File: config.mk
export PLATFORM = sky130hd
export DESIGN_NAME = quiz_round_ctrl
export DESIGN_NICKNAME = d
export VERILOG_FILES = /design/src/rtl/quiz_round_ctrl.sv
export SDC_FILE = /design/constraint.sdc
export NUM_CORES = 1
export LEC_CHECK = 0
export BUFFER_PORTS_ARGS = -buffer_cell sky130_fd_sc_hd__clkbuf_2
export CORE_ASPECT_RATIO = 1.75
export CORE_MARGIN = 2
export CORE_UTILIZATION = 50
export DETAILED_ROUTE_END_ITERATION = 10
export PLACE_DENSITY = 0.79
export SYNTH_ARGS = -nofsm -noshare
export SYNTH_HDL_FRONTEND = slang
export SYNTH_SLANG_ARGS = --single-unit
File: constraint.sdc
create_clock -name clk -period 4.55 [get_ports clk]
set_input_delay 0.2275 -clock clk [delete_from_list [all_inputs] [get_ports clk]]
set_output_delay 0.2275 -clock clk [all_outputs]
set_load 0.005 [all_outputs]
File: src/rtl/quiz_round_ctrl.sv
// Quiz round controller: arms timed rounds, judges the captured buzz answer
// against the host key, keeps saturating per-player scores and declares a winner.
module quiz_round_ctrl #(
  parameter int unsigned TIMEOUT   = 500000000,
  parameter int unsigned HOLD      = 100000000,
  parameter int unsigned SCORE_W   = 4,
  parameter int unsigned WIN_SCORE = 5
) (
  input  logic                   clk,
  input  logic                   rst,
  input  logic                   gameHasStarted,
  input  logic                   playerInputFlag,
  input  logic                   allButtons,
  input  logic [1:0]             firstPlayerFlag,
  input  logic [7:0]             switchInput,
  input  logic [7:0]             answer_key,
  output logic [4*SCORE_W-1:0]   scores,
  output logic [2:0]             state,
  output logic [1:0]             last_player,
  output logic [1:0]             result,
  output logic                   result_valid,
  output logic [1:0]             winner,
  output logic                   led
);

  localparam int unsigned NUM_PLAYERS = 4;
  localparam int unsigned TIMER_W     = 32;

  localparam logic [TIMER_W-1:0] TIMEOUT_LAST = TIMER_W'(TIMEOUT - 1);
  localparam logic [TIMER_W-1:0] HOLD_LAST    = TIMER_W'(HOLD - 1);
  localparam logic [SCORE_W-1:0] SCORE_MAX    = '1;
  localparam logic [SCORE_W-1:0] SCORE_MIN    = '0;
  localparam logic [SCORE_W-1:0] WIN_LEVEL    = SCORE_W'(WIN_SCORE);

  localparam logic [1:0] RES_NONE    = 2'b00;
  localparam logic [1:0] RES_CORRECT = 2'b01;
  localparam logic [1:0] RES_WRONG   = 2'b10;
  localparam logic [1:0] RES_TIMEOUT = 2'b11;

  typedef enum logic [2:0] {
    S_IDLE    = 3'd0,
    S_ARMED   = 3'd1,
    S_CAPTURE = 3'd2,
    S_SHOW    = 3'd3,
    S_RELEASE = 3'd4,
    S_OVER    = 3'd5
  } state_t;

  state_t                                state_q, state_d;
  logic [TIMER_W-1:0]                    timer_q, timer_d;
  logic [NUM_PLAYERS-1:0][SCORE_W-1:0]   score_q, score_d;
  logic [1:0]                            last_q, last_d;
  logic [1:0]                            result_q, result_d;
  logic                                  valid_q, valid_d;
  logic [1:0]                            winner_q, winner_d;
  logic                                  led_q, led_d;

  // Judge the captured answer and form the saturated score of that player
  logic                 correct_c;
  logic [SCORE_W-1:0]   cur_score_c;
  logic [SCORE_W-1:0]   new_score_c;

  always_comb begin
    correct_c   = (switchInput == answer_key);
    cur_score_c = score_q[firstPlayerFlag];
    new_score_c = cur_score_c;
    if (correct_c) begin
      if (cur_score_c != SCORE_MAX) new_score_c = cur_score_c + SCORE_W'(1);
    end else begin
      if (cur_score_c != SCORE_MIN) new_score_c = cur_score_c - SCORE_W'(1);
    end
  end

  // State and datapath registers
  always_ff @(posedge clk) begin
    if (!rst) begin
      state_q  <= S_IDLE;
      timer_q  <= '0;
      score_q  <= '0;
      last_q   <= '0;
      result_q <= RES_NONE;
      valid_q  <= 1'b0;
      winner_q <= '0;
      led_q    <= 1'b0;
    end else begin
      state_q  <= state_d;
      timer_q  <= timer_d;
      score_q  <= score_d;
      last_q   <= last_d;
      result_q <= result_d;
      valid_q  <= valid_d;
      winner_q <= winner_d;
      led_q    <= led_d;
    end
  end

  // Next-state and next-output logic; abort overrides every transition
  always_comb begin
    state_d  = state_q;
    timer_d  = timer_q;
    score_d  = score_q;
    last_d   = last_q;
    result_d = result_q;
    valid_d  = 1'b0;
    winner_d = winner_q;
    led_d    = led_q;

    if (allButtons && (state_q != S_IDLE)) begin
      state_d  = S_IDLE;
      timer_d  = '0;
      score_d  = '0;
      last_d   = '0;
      result_d = RES_NONE;
      winner_d = '0;
    end else begin
      unique case (state_q)
        S_IDLE: begin
          if (gameHasStarted && !playerInputFlag) begin
            state_d = S_ARMED;
            timer_d = '0;
          end
        end

        S_ARMED: begin
          if (playerInputFlag) begin
            state_d = S_CAPTURE;
            timer_d = '0;
          end else if (timer_q == TIMEOUT_LAST) begin
            state_d  = S_SHOW;
            timer_d  = '0;
            result_d = RES_TIMEOUT;
            valid_d  = 1'b1;
          end else begin
            timer_d = timer_q + TIMER_W'(1);
          end
        end

        // Upstream index/answer registers are valid during this cycle
        S_CAPTURE: begin
          timer_d                  = '0;
          last_d                   = firstPlayerFlag;
          score_d[firstPlayerFlag] = new_score_c;
          result_d                 = correct_c ? RES_CORRECT : RES_WRONG;
          valid_d                  = 1'b1;
          if (new_score_c >= WIN_LEVEL) begin
            state_d  = S_OVER;
            winner_d = firstPlayerFlag;
          end else begin
            state_d = S_SHOW;
          end
        end

        S_SHOW: begin
          if (timer_q == HOLD_LAST) begin
            state_d = S_RELEASE;
            timer_d = '0;
          end else begin
            timer_d = timer_q + TIMER_W'(1);
          end
        end

        S_RELEASE: begin
          if (!playerInputFlag) begin
            state_d = S_ARMED;
            timer_d = '0;
          end
        end

        S_OVER: begin
          if (timer_q == HOLD_LAST) begin
            timer_d = '0;
            led_d   = ~led_q;
          end else begin
            timer_d = timer_q + TIMER_W'(1);
          end
        end

        default: begin
          state_d = S_IDLE;
          timer_d = '0;
        end
      endcase
    end

    // Outside OVER the LED simply marks an open round
    if (state_d != S_OVER) led_d = (state_d == S_ARMED);
  end

  assign scores       = score_q;
  assign state        = state_q;
  assign last_player  = last_q;
  assign result       = result_q;
  assign result_valid = valid_q;
  assign winner       = winner_q;
  assign led          = led_q;

endmodule

==> metrics.md <==
| Metric | Value |
|---|---|
| Status | `complete, no violations` |
| Initial antenna violation count | `0` |
| Number of DRC markers in iteration 0 | `~240` |
| Distinct cells, synth | `50` |
| Post-CTS Setup Bufs | `0` |
| Worst skew pair latency | `~0.34 ns` |
| Combinational power share | `between 5 and 6%` |
| Fraction of layout cells with a size suffix above 1 | `a little under a fifth` |
| Drt via density | `between 5 and 6` |
| Max VDD drop | `between 0.0002 and 0.00025 V` |
| Ant. Diodes | `0` |
| Commonest cells in the netlist | `80 x nor2_1, 59 x dfxtp_1, 26 x nand2_1, 21 x xnor2_1, 20 x mux2i_1` |
| CP max FO | `10` |
| Cells after Synth | `380` |
| Clk buf depth | `2` |
| Internal power | `0.926 mW` |
| Starting density of the core | `about 52%` |
| Setup violations, final | `0` |
| H-Tree Depth | `3` |
| PD cells | `316 mW/mm^2` |
| CTS tree | `yes` |
| Clock share of power | `49.6%` |
| Count of buffers from port buffering | `49` |
| Largest net degree at the start of global routing | `33` |
| Count leader, synth | `nor2_1` |
| Setup CP Type | `reg -> reg` |
| Final hold vios | `0` |
| TNS Setup | `0 ns` |
| Hold WS | `about 0.17 ns` |
| Post-Place Cells | `approximately 490` |
| Post-synthesis mux area share | `approximately an eighth` |
| Avg WL per Cell | `14.9 um` |
| Mapped Nets | `406` |
| Fin crit period | `about 3.2 ns` |
| Period utilization | `a little under three quarters` |
| Fraction of the mapped netlist area in simple logic gates | `about 28%` |
| Row cnt | `38` |
| Startpoint class of the critical path | `flip-flop` |
| Worst Tran Pin Value | `1.04 ns` |
| Synthesized area | `around 0.0032 sq mm` |
| DR pass1 iterations | `5` |
| First-pass GRT wire length | `12.9 mm` |
| Post-synthesis xor/xnor area fraction | `a little under a tenth` |
| FF+latch count, synth | `between 50 and 60` |
| Top_reg_cell synth | `dfxtp_1` |
| Nets | `between 400 and 500` |
| Hold crit path type | `in -> reg` |
| DR vias | `2,868` |
| Relative slew slack | `approximately 30%` |
| TritonCTS Sinks | `59` |
| Slew Viols, Final | `0` |
| Adder-cell share of the synthesized area | `under 10%` |
| Synth warn | `0` |
| Switching Share | `21.7%` |
| Post_cts resized | `0` |
| Sequential share of power | `44.5%` |
| Largest family of logic cells by synthesized area | `simple AND/OR/NAND/NOR gates` |
| Core area | `about 0.0062 sq mm` |
| Synth top area share | `about 37%` |
| Die area | `approximately 0.0071 sq mm` |
| Clk pin slew, worst setup/hold paths | `about 0.070 ns` |
| Layout area overhead | `15.6%` |
| Vias in the first global route | `2,917` |
| Root Driver | `clkbuf_8` |
| CTS Buf Count | `9` |
| Endpoint class of the critical path | `flip-flop` |
| Sw Pwr | `approximately 0.26 mW` |
| RSZ-0062 raised after global routing | `false` |
| Leading area contributor after synthesis | `dfxtp_1` |
| Die Span X | `64.8 um` |
| Chip Height | `110 um` |
| Largest cells by area after synthesis | `dfxtp_1 37%, nor2_1 9.3%, mux2i_1 6.2%` |
| Gr ovfl total | `0` |
| Drt drc | `0` |
| EDFF count, synth | `0` |
| CTS Hold Bufs | `0` |
| Final WL | `roughly 7.6 mm` |
| Hpwl dp | `about 5.6 mm` |
| Total GRT Usage | `23.3%` |
| Fmax | `between 0.3 and 0.4 GHz` |
| Leak | `roughly 1.4 nW` |
| Fraction of registers with async set/reset | `0%` |
| Worst EP required | `4.78 ns` |
| Area fraction in compound gates after synthesis | `under 10%` |
| Finished Layout Cells | `a little over 500` |
| Final Core Density | `60.0%` |
| Clk_skew | `~0.013 ns` |
| Max cap viols | `0` |
| Antenna viol nets, final | `0` |
| CP arrival | `between 3 and 4 ns` |
| GP Congestion | `0.891` |
| Syn Area/Cell | `~8.5 sq um` |
| Sequential cell area fraction in the yosys report | `roughly 37%` |
| Final worst slack | `roughly 1.3 ns` |
| IO Pins | `50` |
| Worst slack, placed | `approximately 1.1 ns` |
-- layout by cell type (no fill, tap or decap), drive strengths merged, types with 2 or more instances in the layout --
master / n
a211oi: 4
a21oi: 18
and2: 3
and3: 4
bufinv: 3
clkbuf: 60
clkinv: 2
dfxtp: 59
ha: 3
inv: 7
mux2: 2
mux2i: 20
mux4: 7
nand2: 26
nand2b: 3
nand3: 16
nand3b: 5
nand4: 6
nor2: 80
nor2b: 8
nor3: 9
nor4: 3
nor4b: 2
o21ai: 11
o21ba: 2
o22a: 2
o22ai: 2
o31ai: 2
or2: 5
or3: 7
or3b: 2
or4: 2
xnor2: 21
xor2: 14
-- sequential cells by signal, indices dropped and copies added (netlist names) --
register	count
last_player	2
timer_q	32
state	3
scores	16
result_valid	1
winner	2
led	1
result	2
-- critical path: stages (launching register included) --
cell,delay (ns)
dfxtp_1,0.33
mux4_2,0.56
ha_1,0.34
nand3b_1,0.12
o21ai_0,0.08
mux4_1,0.53
mux2i_1,0.40
o211ai_2,0.17
a21oi_2,0.27
a311oi_2,0.09
o211a_1,0.26
-- metal layers --
layer	GRT usage, %	vias up	routed length (um)
met5	0	-	0
met4	12.8	0	235
met3	4.67	20	286
met2	45.2	76	4270
met1	22.2	1365	2770
li1	-	1407	-
-- power groups by stage --
stage                     registers [mW]  logic [mW]  clock network [mW]
final                              0.526      0.0688               0.587
after global routing               0.527      0.0761               0.624
after CTS                          0.526      0.0688               0.594
after detailed placement           0.538      0.0686                   0
after global placement             0.538      0.0671                   0
after floorplan                    0.535      0.0493                   0
-- cell families after synthesis --
group / after synthesis
adders and majority gates: 3
DFF: 59
xor gates and xnor gates: 35
buffers and inverters: 23
muxes: 29
and+or+nand+nor: 183
AOI/OAI and AO/OA: 48
-- final cells by class --
| type | instances | area, sq um |
|---|---|---|
| well taps | 80 | 100 |
| inverters | 7 | 26.3 |
| repair buffers | 49 | 245 |
| flip-flops and latches | 59 | 1180 |
| multi-input cells | 298 | 1940 |
| clock inverters | 5 | 100 |
| clock buffers | 11 | 141 |
| fillers | 545 | 2490 |
-- path summary, 6_finish.rpt --
check | start | end | slack [ns] | cells past startpoint
max | scores[12] | led | 1.32 | 10
min | rst | state[2] | 0.17 | 3
max reg2reg | scores[12] | led | 1.32 | 10
min reg2reg | last_player[0] | last_player[0] | 0.46 | 2
-- stage by stage --
step | total power, mW | area (sq um)
after CTS | 1.19 | 3740
final | 1.18 | 3740
after detailed placement | 0.607 | 3490
after global placement | 0.605 | 3490
after global routing | 1.23 | 3740
after floorplan | 0.585 | 3230
No activity file was read; power rests on OpenSTA's default activity.
